### config.mk
export PLATFORM = sky130hd
export DESIGN_NAME = seg7_serial_tx_flat
export DESIGN_NICKNAME = d
export VERILOG_FILES = /design/src/rtl/seg7_serial_tx_if.sv /design/src/rtl/seg7_serial_tx.sv /design/src/flat_wrapper.sv
export SDC_FILE = /design/constraint.sdc
export NUM_CORES = 1
export LEC_CHECK = 0
export CAP_MARGIN = 20
export CORE_MARGIN = 8
export CORE_UTILIZATION = 50
export CTS_CLUSTER_DIAMETER = 200
export DETAILED_ROUTE_END_ITERATION = 8
export PLACE_DENSITY = 0.81
export SETUP_SLACK_MARGIN = 0.3
export SLEW_MARGIN = 10
export SYNTH_ARGS = -nofsm -noshare
export SYNTH_HDL_FRONTEND = slang
export SYNTH_SLANG_ARGS = --single-unit
### constraint.sdc
create_clock -name clk -period 4.8 [get_ports clk]
set_input_delay 1.2 -clock clk [delete_from_list [all_inputs] [get_ports clk]]
set_output_delay 1.2 -clock clk [all_outputs]
set_load 0.005 [all_outputs]
### src/rtl/seg7_serial_tx_if.sv
// Bundle of the frame request inputs and the serial display outputs of
// seg7_serial_tx. The master drives a frame request, the slave is the transmitter.
interface seg7_serial_tx_if;
  logic        start;
  logic [31:0] Disp_num;
  logic [7:0]  point_out;
  logic [7:0]  blink_out;
  logic        seg_clk;
  logic        seg_sout;
  logic        seg_latch;
  logic        busy;
  logic        done;

  modport master (
    output start, Disp_num, point_out, blink_out,
    input  seg_clk, seg_sout, seg_latch, busy, done
  );

  modport slave (
    input  start, Disp_num, point_out, blink_out,
    output seg_clk, seg_sout, seg_latch, busy, done
  );
endinterface

### src/rtl/seg7_serial_tx.sv
// Serialises eight hex digits (with decimal points and blinking) into a 64-bit
// frame for a chain of 74HC595-style shift registers, then pulses the latch.
module seg7_serial_tx #(
  parameter int CLK_DIV    = 2,
  parameter int BLINK_BITS = 24
) (
  input  logic             clk,
  input  logic             rst,
  seg7_serial_tx_if.slave  bus,
  output logic [2:0]       dbg_state
);
  // Handshake: start is a one-way request, sampled only while idle (busy=0 and
  // done=0); requests at any other time are dropped. done pulses for one cycle
  // when the latch pulse has finished.
  localparam logic [2:0] S_IDLE     = 3'd0;
  localparam logic [2:0] S_SHIFT_LO = 3'd1;
  localparam logic [2:0] S_SHIFT_HI = 3'd2;
  localparam logic [2:0] S_LATCH    = 3'd3;
  localparam logic [2:0] S_DONE     = 3'd4;

  localparam logic [7:0] DIV_LAST = 8'(CLK_DIV - 1);

  logic [2:0]            state, state_n;
  logic [7:0]            div, div_n;
  logic [6:0]            bits, bits_n;
  logic [63:0]           shreg, shreg_n;
  logic [63:0]           frame;
  logic [BLINK_BITS-1:0] blink_cnt;
  logic                  div_end;
  logic                  sout_n;

  function automatic logic [6:0] hex_seg(input logic [3:0] h);
    case (h)
      4'h0: hex_seg = 7'h3F;
      4'h1: hex_seg = 7'h06;
      4'h2: hex_seg = 7'h5B;
      4'h3: hex_seg = 7'h4F;
      4'h4: hex_seg = 7'h66;
      4'h5: hex_seg = 7'h6D;
      4'h6: hex_seg = 7'h7D;
      4'h7: hex_seg = 7'h07;
      4'h8: hex_seg = 7'h7F;
      4'h9: hex_seg = 7'h6F;
      4'hA: hex_seg = 7'h77;
      4'hB: hex_seg = 7'h7C;
      4'hC: hex_seg = 7'h39;
      4'hD: hex_seg = 7'h5E;
      4'hE: hex_seg = 7'h79;
      default: hex_seg = 7'h71;
    endcase
  endfunction

  // Segments are active-low; a blinking digit in its off phase is fully blank.
  always_comb begin
    frame = '0;
    for (int i = 0; i < 8; i++) begin
      if (bus.blink_out[i] && blink_cnt[BLINK_BITS-1])
        frame[8*i +: 8] = 8'hFF;
      else
        frame[8*i +: 8] = ~{bus.point_out[i], hex_seg(bus.Disp_num[4*i +: 4])};
    end
  end

  always_comb begin
    state_n = state;
    div_n   = div;
    bits_n  = bits;
    shreg_n = shreg;
    div_end = (div == DIV_LAST);
    case (state)
      S_IDLE: begin
        if (bus.start) begin
          shreg_n = frame;
          bits_n  = 7'd64;
          div_n   = 8'd0;
          state_n = S_SHIFT_LO;
        end
      end
      S_SHIFT_LO: begin
        if (div_end) begin
          div_n   = 8'd0;
          state_n = S_SHIFT_HI;
        end else begin
          div_n = div + 8'd1;
        end
      end
      S_SHIFT_HI: begin
        if (div_end) begin
          div_n   = 8'd0;
          shreg_n = {shreg[62:0], 1'b0};
          bits_n  = bits - 7'd1;
          state_n = (bits == 7'd1) ? S_LATCH : S_SHIFT_LO;
        end else begin
          div_n = div + 8'd1;
        end
      end
      S_LATCH: begin
        if (div_end) begin
          div_n   = 8'd0;
          state_n = S_DONE;
        end else begin
          div_n = div + 8'd1;
        end
      end
      S_DONE:  state_n = S_IDLE;
      default: state_n = S_IDLE;
    endcase
  end

  // Data only moves when seg_clk drops; it is held through latch/done so the
  // line never toggles under a high shift clock mid-frame.
  always_comb begin
    case (state_n)
      S_SHIFT_LO: sout_n = shreg_n[63];
      S_IDLE:     sout_n = 1'b1;
      default:    sout_n = bus.seg_sout;
    endcase
  end

  // Outputs are registered from the next-state decode so they line up with state.
  always_ff @(posedge clk or posedge rst) begin
    if (rst) begin
      state         <= S_IDLE;
      div           <= 8'd0;
      bits          <= 7'd0;
      shreg         <= 64'd0;
      blink_cnt     <= '0;
      bus.seg_clk   <= 1'b1;
      bus.seg_sout  <= 1'b1;
      bus.seg_latch <= 1'b0;
      bus.busy      <= 1'b0;
      bus.done      <= 1'b0;
    end else begin
      state         <= state_n;
      div           <= div_n;
      bits          <= bits_n;
      shreg         <= shreg_n;
      blink_cnt     <= blink_cnt + BLINK_BITS'(1);
      bus.seg_clk   <= (state_n != S_SHIFT_LO);
      bus.seg_sout  <= sout_n;
      bus.seg_latch <= (state_n == S_LATCH);
      bus.busy      <= (state_n == S_SHIFT_LO) || (state_n == S_SHIFT_HI) ||
                       (state_n == S_LATCH);
      bus.done      <= (state_n == S_DONE);
    end
  end

  assign dbg_state = state;
endmodule

### src/flat_wrapper.sv
// flat-port wrapper written by rule: the top's interface ports become plain ports
module seg7_serial_tx_flat 
#(
  parameter int CLK_DIV    = 2,
  parameter int BLINK_BITS = 24
)
  (clk, rst, dbg_state, bus_start, bus_Disp_num, bus_point_out, bus_blink_out, bus_seg_clk, bus_seg_sout, bus_seg_latch, bus_busy, bus_done);
  seg7_serial_tx_if bus_i ();
  input  logic clk;
  input  logic rst;
  output logic [2:0] dbg_state;
  input wire logic [$bits(bus_i.start)-1:0] bus_start;
  input wire logic [$bits(bus_i.Disp_num)-1:0] bus_Disp_num;
  input wire logic [$bits(bus_i.point_out)-1:0] bus_point_out;
  input wire logic [$bits(bus_i.blink_out)-1:0] bus_blink_out;
  output wire logic [$bits(bus_i.seg_clk)-1:0] bus_seg_clk;
  output wire logic [$bits(bus_i.seg_sout)-1:0] bus_seg_sout;
  output wire logic [$bits(bus_i.seg_latch)-1:0] bus_seg_latch;
  output wire logic [$bits(bus_i.busy)-1:0] bus_busy;
  output wire logic [$bits(bus_i.done)-1:0] bus_done;
  assign bus_i.start = bus_start;
  assign bus_i.Disp_num = bus_Disp_num;
  assign bus_i.point_out = bus_point_out;
  assign bus_i.blink_out = bus_blink_out;
  assign bus_seg_clk = bus_i.seg_clk;
  assign bus_seg_sout = bus_i.seg_sout;
  assign bus_seg_latch = bus_i.seg_latch;
  assign bus_busy = bus_i.busy;
  assign bus_done = bus_i.done;
  seg7_serial_tx #(.CLK_DIV(CLK_DIV), .BLINK_BITS(BLINK_BITS)) u_core (.clk(clk), .rst(rst), .bus(bus_i), .dbg_state(dbg_state));
endmodule
## Word level (Yosys, flattened, before mapping)

Memories as Yosys holds them, arrays and structs flattened.
Cells that the tools add are included.

- Bits in registers: 111
- ROM bits: 896
- Bits of input ports: 51
- Output and inout bits: 8
- Logic and storage cells: 92
- Memories kept: 8

- $add $sub $neg: 3
- Equality and inequality tests: 12
- Mux-type cells: 32
- Bitwise operators: 8
- Reductions and logical operators: 18

Memories:

| name | words | bits a word | read ports | clocked after memory_dff | write ports | RTL line | RTL |
|---|---|---|---|---|---|---|---|
| (no name shown) | 16 | 7 | 1 | 0 | 0 | seg7_serial_tx.sv:33 | `case (h)` |
| (no name shown) | 16 | 7 | 1 | 0 | 0 | seg7_serial_tx.sv:33 |  |
| (no name shown) | 16 | 7 | 1 | 0 | 0 | seg7_serial_tx.sv:33 |  |
| (no name shown) | 16 | 7 | 1 | 0 | 0 | seg7_serial_tx.sv:33 |  |
| (no name shown) | 16 | 7 | 1 | 0 | 0 | seg7_serial_tx.sv:33 |  |
| (no name shown) | 16 | 7 | 1 | 0 | 0 | seg7_serial_tx.sv:33 |  |
| 2 more memories | - | - | - | - | - | - |  |

Operators with widths:

| operator | number |
|---|---|
| two-way mux 64 bit | 2 |
| one-hot mux 64 bit (2 select lines) | 1 |
| two-way mux 8 bit | 10 |
| two-way mux 7 bit | 10 |
| inverter 8 bit | 8 |
| adder 24 x 1 -> 24 bit, second input constant | 1 |
| one-hot mux 8 bit (2 select lines) | 1 |
| one-hot mux 7 bit (2 select lines) | 1 |
| == test 3 x 2 -> 1 bit, second input constant | 4 |
| two-way mux 3 bit | 4 |
| one-hot mux 3 bit (4 select lines) | 1 |
| adder 8 x 1 -> 8 bit, second input constant | 1 |
| == test 8 x 1 -> 1 bit, second input constant | 1 |
| logical AND 1 bit | 8 |
| == test 7 x 1 -> 1 bit, second input constant | 1 |
| subtractor 7 x 1 -> 7 bit, second input constant | 1 |
| == test 3 x 1 -> 1 bit, second input constant | 2 |
| logical NOT 3 bit | 2 |
| nonzero test 2 bit | 3 |
| == test 3 bit, second input constant | 1 |
| inequality test 3 x 1 -> 1 bit, second input constant | 1 |
| AND reduction 3 bit | 1 |
| OR reduction 3 bit | 1 |
| logical OR 1 bit | 2 |
| 5 further kinds | 5 |

## Longest topological paths before layout

Gate-level depths: netlist of the first run.

- Word-level depth: 7
- Gate-level depth with buffers: 9
- Depth with buffers taken out: 7

## Least setup slack after synthesis of the first run

No wires, ideal clock.

- Path type: input-to-reg
- Start: input port bus_Disp_num[10]
- End: register u_core.shreg[19]
- Library setup time: 0.126 ns
- Data arrival time: 2.411 ns
- Required time: 4.674 ns
- Setup slack: 2.263 ns
- Stages: 5
- Cell sequence: clkbuf_1 > mux4_2 > a21oi_1 > nor2_1 > a221o_1

- Longest elaborated chain between the ends: 6

RTL lines:

| what | RTL line | RTL |
|---|---|---|
| from (decl) | flat_wrapper.sv:13 | `input wire logic [$bits(bus_i.Disp_num)-1:0] bus_Disp_num;` |
| memory (16 x 7 bit) | - |  |
| two-way mux 7 bit | seg7_serial_tx.sv:57 | `if (bus.blink_out[i] && blink_cnt[BLINK_BITS-1])` |
| inverter 8 bit | seg7_serial_tx.sv:60 | `frame[8*i +: 8] = ~{bus.point_out[i], hex_seg(bus.Disp_num[4*i +: 4])};` |
| two-way mux 8 bit | seg7_serial_tx.sv:57 |  |
| two-way mux 64 bit | seg7_serial_tx.sv:72 | `if (bus.start) begin` |
| one-hot mux 64 bit (2 select lines) | seg7_serial_tx.sv:70 | `case (state)` |
| to (signal assigned) | seg7_serial_tx.sv:137 | `shreg <= shreg_n;` |
| to (decl) | seg7_serial_tx.sv:26 | `logic [63:0] shreg, shreg_n;` |

No other way between the ends. The select of a mux whose other input is x is not followed.
A chain may end at the register's enable or synchronous reset.

## Worst setup path after layout of the first run

- Start: input port bus_start
- End: register u_core.shreg[5]

- Longest elaborated chain between the ends: 2

RTL lines:

| what | RTL line | RTL |
|---|---|---|
| from (decl) | flat_wrapper.sv:12 | `input wire logic [$bits(bus_i.start)-1:0] bus_start;` |
| inequality test 2 bit (no line) | - |  |
| AND reduction 3 bit (no line) | - |  |

No other way between the ends.

==> results.md, run 1 <==
* Post-synthesis cell type count at 52
* Num ports at slightly below 60
* Pre-CTS WS at 1.40 ns
* Placement-stage cell area at approximately 7500 sq um
* Routed WL at about 15,000 microns
* Sequential element share of the synthesized area at 0.405
* Via count at 5,598
* Switching part of the total at 0.235
* Number of instances in the synthesized netlist at approximately 700
* Capture point of the worst path: u_core.shreg[5]
* Antenna violations before repair at 0
* Reg-to-reg endpoint: u_core.shreg[44]
* Number of instances resized during post-cts repair at 0
* Final #Nets at 837
* Status: finished clean
* Highest clock frequency the design can meet at around 320 MHz
* Post-synthesis instance area at around 6900 sq um
* Die area at 17,700 sq um
* Cell area power density at about 250 nW/um^2
* Commonest non-fill, non-tap cells in the layout: sky130_fd_sc_hd__dfrtp_1, sky130_fd_sc_hd__a21oi_1, sky130_fd_sc_hd__a221o_1, sky130_fd_sc_hd__nand2_1, sky130_fd_sc_hd__clkdlybuf4s50_1
* Detailed-route wire length per cell at roughly 16 microns
* Flip-flop and latch count after synthesis at between 100 and 150
* Initial standard-cell utilization of the core at 0.503
* Commonest register cell after synthesis: sky130_fd_sc_hd__dfrtp_1
* Max_cap viols at 0
* Worst slew slack as a fraction of its limit at 0.348
* CTS Sinks at about 110
* Worst-Skew Late Latency at around 0.34 ns
* Kind of start point of the critical path: primary input
* Post-Layout Inst Area at 7830 sq um
* Final number of max-transition violations at 0
* Number of search-and-repair iterations in the first detailed-routing pass at 6
* Wire length of the first global-routing pass at 25,800 microns
* Worst EP arrival at about 3.3 ns
* RSZ-0062 raised after global routing: no
* Die height at approximately 130 microns
* Horizontal extent of the die at between 100 and 150 microns
* Part of the cycle the worst path needs at 0.642
* Hold/Removal Path Class: reg -> reg
* Antenna viol nets, final at 0
* Crit Reg-Reg Startpoint: u_core.div[4]
* Maximum clock path buffer count at 2
* Port buffer count at 58
* Weighted congestion reported at the end of routability-driven placement at 0.878
* Part of the total power dissipated in sequential elements at 0.488
* Kind of critical path: in -> reg
* Setup ws final at between 1.5 and 2 ns
* Fill count at between 1,000 and 1,500
* Share of power burned in combinational logic at 0.115
* Top layer used by detailed routing: met4
* Overall routing resource usage at 0.170
* Post-synth ARST share at 1.00
* Accumulated negative setup slack at 0 ns
* Core region area at about 14,000 sq um
* Vias in the first global route at around 5,600
* Sw power at about 0.45 mW
* Launch point of the worst path: bus_start
* Fin crit period at around 3.1 ns
* Via-to-Cell Ratio at approximately 6
* Clock root buffer: sky130_fd_sc_hd__clkbuf_16
* Routed length on met1 at 6470 microns
* Clock-pin slew of the registers on the worst-case setup and hold paths at roughly 0.070 ns
* Reg2reg path depth at 4
* Largest net degree at the start of global routing at 66
* TritonCTS buffer count at 9
* Static leakage power at 3.52 nW
* Actual transition at the worst max-transition pin at just under 1 ns
* Std cell rows at 43
* Setup slack of the worst register-to-register path at between 2 and 2.5 ns
* Final setup violation count at 0
* Proportion of layout cells with a drive suffix above 1 at 0.0595
* Warnings, synthesis at 0
* Portion of total power attributed to the clock network at 0.397
* Peak supply drop at 0.000153 V
* Synth Net Count at slightly above 800
* Overall overflow remaining after global route at 0
* Most frequent standard cell in the layout excluding fill and tap cells: sky130_fd_sc_hd__dfrtp_1
* # diodes at 0
* Area grow syn2layout at 13.9%
* Post-CTS Hold Fix Bufs at 0
* Number of endpoints with negative hold slack in the final report at 0
* Clock tree from TritonCTS: done
* Number of buffers inserted by post-CTS setup repair at 0
* Count of flip-flops with a built-in enable after synthesis at 0
* Kind of end point of the critical path: flop
* H-Tree Depth at 3
* Internal Power at around 1.5 mW
* Maximum fanout along the worst path at between 40 and 50
* DRC violations left at 0
* Detail Route met3 WL at 706 microns
* HPWL after detailed placement at approximately 11,000 microns
* Setup Skew at 0.00733 ns
* Data required time at the worst endpoint at 5.02 ns
* Met2 wirelength from detailed routing at ~7500 microns
* Initial DRC count at approximately 500
* Synthesized area per cell at approximately 9.7 sq um
[state kept, by name (all words and copies together), names as in the netlist]
name	cells
u_core.bits	7
u_core.dbg_state	3
u_core.shreg	64
u_core.bus.busy	1
u_core.bus.seg_sout	1
u_core.bus.done	1
u_core.bus.seg_clk	1
u_core.blink_cnt	24
u_core.bus.seg_latch	1
u_core.div	8
[critical path, cell delays in order]
cell and delay (ns):
sky130_fd_sc_hd__clkdlybuf4s50_1 0.53, sky130_fd_sc_hd__nor2b_1 0.49, sky130_fd_sc_hd__o21ai_4 0.30, sky130_fd_sc_hd__buf_4 0.36
sky130_fd_sc_hd__a221o_1 0.41
[layout make-up]
| type | count | area [sq um] | share of cell area |
|---|---|---|---|
| tap | 180 | 225 | 0.0288 |
| inverter | 41 | 156 | 0.0200 |
| sequential | 111 | 2780 | 0.355 |
| timing repair buffer | 63 | 618 | 0.0790 |
| multi-input combinational | 508 | 3740 | 0.478 |
| clock buffer | 13 | 260 | 0.0332 |
| clock inverter | 3 | 47.5 | 0.00607 |
[metal layers]
metal | up-vias | GRT usage
met5 | - | 0
met4 | 0 | 0.0649
met3 | 37 | 0.0267
met2 | 205 | 0.295
met1 | 2698 | 0.208
li1 | 2658 | -
[worst min-delay path by stage]
stage | startpoint | end | slack [ns] | depth (start not counted)
floorplan | u_core.blink_cnt[10] | u_core.blink_cnt[10] | 0.43 | 1
global placement | u_core.blink_cnt[10] | u_core.blink_cnt[10] | 0.45 | 1
detailed placement | u_core.blink_cnt[16] | u_core.blink_cnt[16] | 0.46 | 1
CTS | u_core.blink_cnt[13] | u_core.blink_cnt[13] | 0.47 | 1
global route | u_core.blink_cnt[16] | u_core.blink_cnt[16] | 0.49 | 1
finish | u_core.blink_cnt[10] | u_core.blink_cnt[10] | 0.48 | 1
[synthesized netlist by cell type (all sizes together) (9+ instances only)]
cell / count / area [sq um]
nor3: 12 / 65.1
nor2b: 10 / 62.6
inv: 41 / 154
nand3b: 9 / 67.6
a31oi: 20 / 125
ha: 52 / 651
a21oi: 64 / 320
clkbuf: 33 / 124
nor2: 48 / 196
mux2i: 13 / 130
buf: 13 / 86.3
a221o: 63 / 631
o21ai: 27 / 139
nand3: 22 / 110
dfrtp: 109 / 2730
nand2: 58 / 218
xnor2: 18 / 158
[logic make-up (layout without fill, tap and decap cells)]
group,after synthesis,in the layout,synth area share
mux,28,28,0.0566
fa+ha+maj,52,52,0.0947
simple gates,194,194,0.140
buf+inv,87,120,0.0530
xor+xnor,25,25,0.0319
compound gates,209,209,0.219
flops,111,111,0.405
[power by group through the flow]
stage          Clock (mW)  Combinational, mW  Sequential, mW
6_report            0.767              0.222           0.942
3_3_place_gp            0              0.210           0.960
2_1_floorplan           0              0.138           0.959
5_1_grt             0.817              0.248           0.942
4_1_cts             0.777              0.223           0.942
3_5_place_dp            0              0.222           0.960
[through the flow]
stage / instances / hold slack, ns / utilization / power (mW)
2_1_floorplan: 706 / 0.434 / - / 1.10
3_3_place_gp: 903 / 0.452 / 0.550 / 1.17
3_5_place_dp: 903 / 0.463 / 0.550 / 1.18
4_1_cts: 919 / 0.474 / 0.573 / 1.94
5_1_grt: 919 / 0.490 / 0.573 / 2.01
6_report: 919 / 0.476 / 0.573 / 1.93
Note: power is estimated with default switching activity, not from simulation.
==> inputs of run 2 (changes only) <==
Settings changed: PLACE_DENSITY 0.81 to 0.83.
Clock period 4.8 ns to 2.5 ns, I/O delays scaled along.
==> results.md, run 2 (synthesis results as in run 1) <==
* Internal Power at 2.86 mW
* Dpl cells at around 970
* Actual transition at the worst max-transition pin at roughly 0.66 ns
* Via count at approximately 5,700
* Worst-Skew Late Latency at roughly 0.34 ns
* Sw power at around 0.89 mW
* TritonCTS buffer count at 9
* Routed WL at between 15,000 and 20,000 microns
* Wire length of the first global-routing pass at 26,600 microns
* Crit Reg-Reg Startpoint: u_core.div[4]
* CTS Sinks at about 110
* Commonest non-fill, non-tap cells in the layout: sky130_fd_sc_hd__dfrtp_1, sky130_fd_sc_hd__buf_4, sky130_fd_sc_hd__a221o_1, sky130_fd_sc_hd__nand2_1, sky130_fd_sc_hd__a21oi_1
* Die height at ~130 microns
* Largest register FFs at 64
* Largest registers: u_core.shreg x64, u_core.blink_cnt x24, u_core.div x8
* Initial DRC count at 411
* Cell area power density at roughly 440 nW/um^2
* Max_cap viols at 0
* Via-to-Cell Ratio at between 5 and 6
* Worst slew slack as a fraction of its limit at 0.559
* Status: finished clean
* Largest net degree at the start of global routing at 112
* Reg2reg path depth at 5
* Clock root buffer: sky130_fd_sc_hd__clkbuf_16
* Std cell rows at between 40 and 50
* Initial standard-cell utilization of the core at 0.503
* Setup slack of the worst register-to-register path at about 0.38 ns
* Core region area at about 14,000 sq um
* Detailed-route wire length per cell at 15.6 microns
* Peak supply drop at between 0.0003 and 0.0004 V
* Final number of max-transition violations at 0
* Post-Layout Inst Area at around 8400 sq um
* Largest register by flop count: u_core.shreg
* Highest clock frequency the design can meet at approximately 460 MHz
* # diodes at 0
* Clock-pin slew of the registers on the worst-case setup and hold paths at approximately 0.07 ns
* Filler-free cell count of the finished design at 983
* Maximum fanout along the worst path at 3
* Placement-stage cell area at 8060 sq um
* Hold EP: u_core.blink_cnt[5]
* Final #Nets at around 900
* Kind of start point of the critical path: primary input
* Static leakage power at just under 4 nW
* Final Util at 0.617
* Part of the total power dissipated in sequential elements at 0.483
* Num ports at 59
* Worst EP arrival at between 2 and 2.5 ns
* Die area at approximately 18,000 sq um
* Reg-to-reg endpoint: u_core.bits[4]
* H-Tree Depth at 3
* Fin crit period at between 2 and 2.5 ns
* Number of endpoints with negative hold slack in the final report at 0
* Min-Delay Path Depth at 1
* Antenna violations before repair at 0
* DRC violations left at 0
* Final setup violation count at 0
* Data required time at the worst endpoint at 2.73 ns
* Accumulated negative setup slack at 0 ns
* Most frequent standard cell in the layout excluding fill and tap cells: sky130_fd_sc_hd__dfrtp_1
* Number of search-and-repair iterations in the first detailed-routing pass at 5
* RSZ-0062 raised after global routing: yes
* Share of power burned in combinational logic at 0.135
* Part of the cycle the worst path needs at 0.861
* Setup Skew at roughly 0.008 ns
* Clock tree from TritonCTS: done
* Switching part of the total at 0.236
* Overall overflow remaining after global route at 0
* Portion of total power attributed to the clock network at 0.382
* Kind of end point of the critical path: flop
* Vias in the first global route at about 5,800
* Port buffer count at a little under 60
* Area grow syn2layout at 22.6%
* Proportion of layout cells with a drive suffix above 1 at 0.164
* Origin of the worst min-delay path: u_core.blink_cnt[5]
* Kind of critical path: in -> reg
* HPWL after detailed placement at between 10,000 and 15,000 microns
* Hold/Removal Path Class: reg -> reg
* Maximum clock path buffer count at 2
* Overall routing resource usage at 0.176
* Horizontal extent of the die at ~130 microns
* Antenna viol nets, final at 0
* Weighted congestion reported at the end of routability-driven placement at 0.873
* Total design power at between 3 and 4 mW
[run 2: power groups by stage]
stage | Clock (mW) | Combinational, mW | Sequential (mW)
floorplan | 0 | 0.265 | 1.84
global placement | 0 | 0.483 | 1.84
detailed placement | 0 | 0.498 | 1.84
CTS | 1.46 | 0.501 | 1.81
global route | 1.54 | 0.563 | 1.81
finish | 1.43 | 0.506 | 1.81
[run 2: final cells by class]
cell class / count / area [sq um]
repair buffers: 127 / 1170
multi-input cells: 508 / 3790
flip-flops and latches: 111 / 2780
inverters: 41 / 158
clock buffers: 11 / 243
fillers: 1100 / 5240
well taps: 180 / 225
clock inverters: 5 / 57.6
[run 2: worst max path at each step]
stage / startpoint / to
finish: bus_Disp_num[20] / u_core.shreg[43]
CTS: bus_Disp_num[29] / u_core.shreg[59]
floorplan: u_core.div[4] / u_core.shreg[1]
global route: bus_Disp_num[0] / u_core.shreg[3]
detailed placement: bus_Disp_num[28] / u_core.shreg[59]
global placement: bus_Disp_num[28] / u_core.shreg[59]
[run 2: stage by stage]
stage                     setup WS, ns  hold WS (ns)
after floorplan                  0.510         0.434
after global placement         -0.0121         0.453
after detailed placement        -0.122         0.465
after CTS                        0.338         0.479
after global routing             0.284         0.484
final                            0.347         0.480
[run 2: per-layer routing]
metal,GRT usage,part of all wire
met1,0.220,0.44
met2,0.296,0.50
met3,0.0331,0.038
met4,0.0674,0.020
met5,0,0
[run 2: timing repair]
| action | CTS | global route |
|---|---|---|
| setup buffers | 0 | 0 |
| hold buffers | 0 | 0 |
| pin swaps | 0 | 1 |
| setup endpoints to repair | 2 | 62 |
| resized for setup | 3 | 26 |
[run 2: critical path, cell delays in order]
cell,delay (ns)
sky130_fd_sc_hd__clkdlybuf4s50_1,0.49
sky130_fd_sc_hd__inv_2,0.05
sky130_fd_sc_hd__ha_1,0.27
sky130_fd_sc_hd__inv_1,0.05
sky130_fd_sc_hd__mux4_2,0.47
sky130_fd_sc_hd__a21oi_2,0.11
sky130_fd_sc_hd__nor2_1,0.05
sky130_fd_sc_hd__a221o_1,0.25
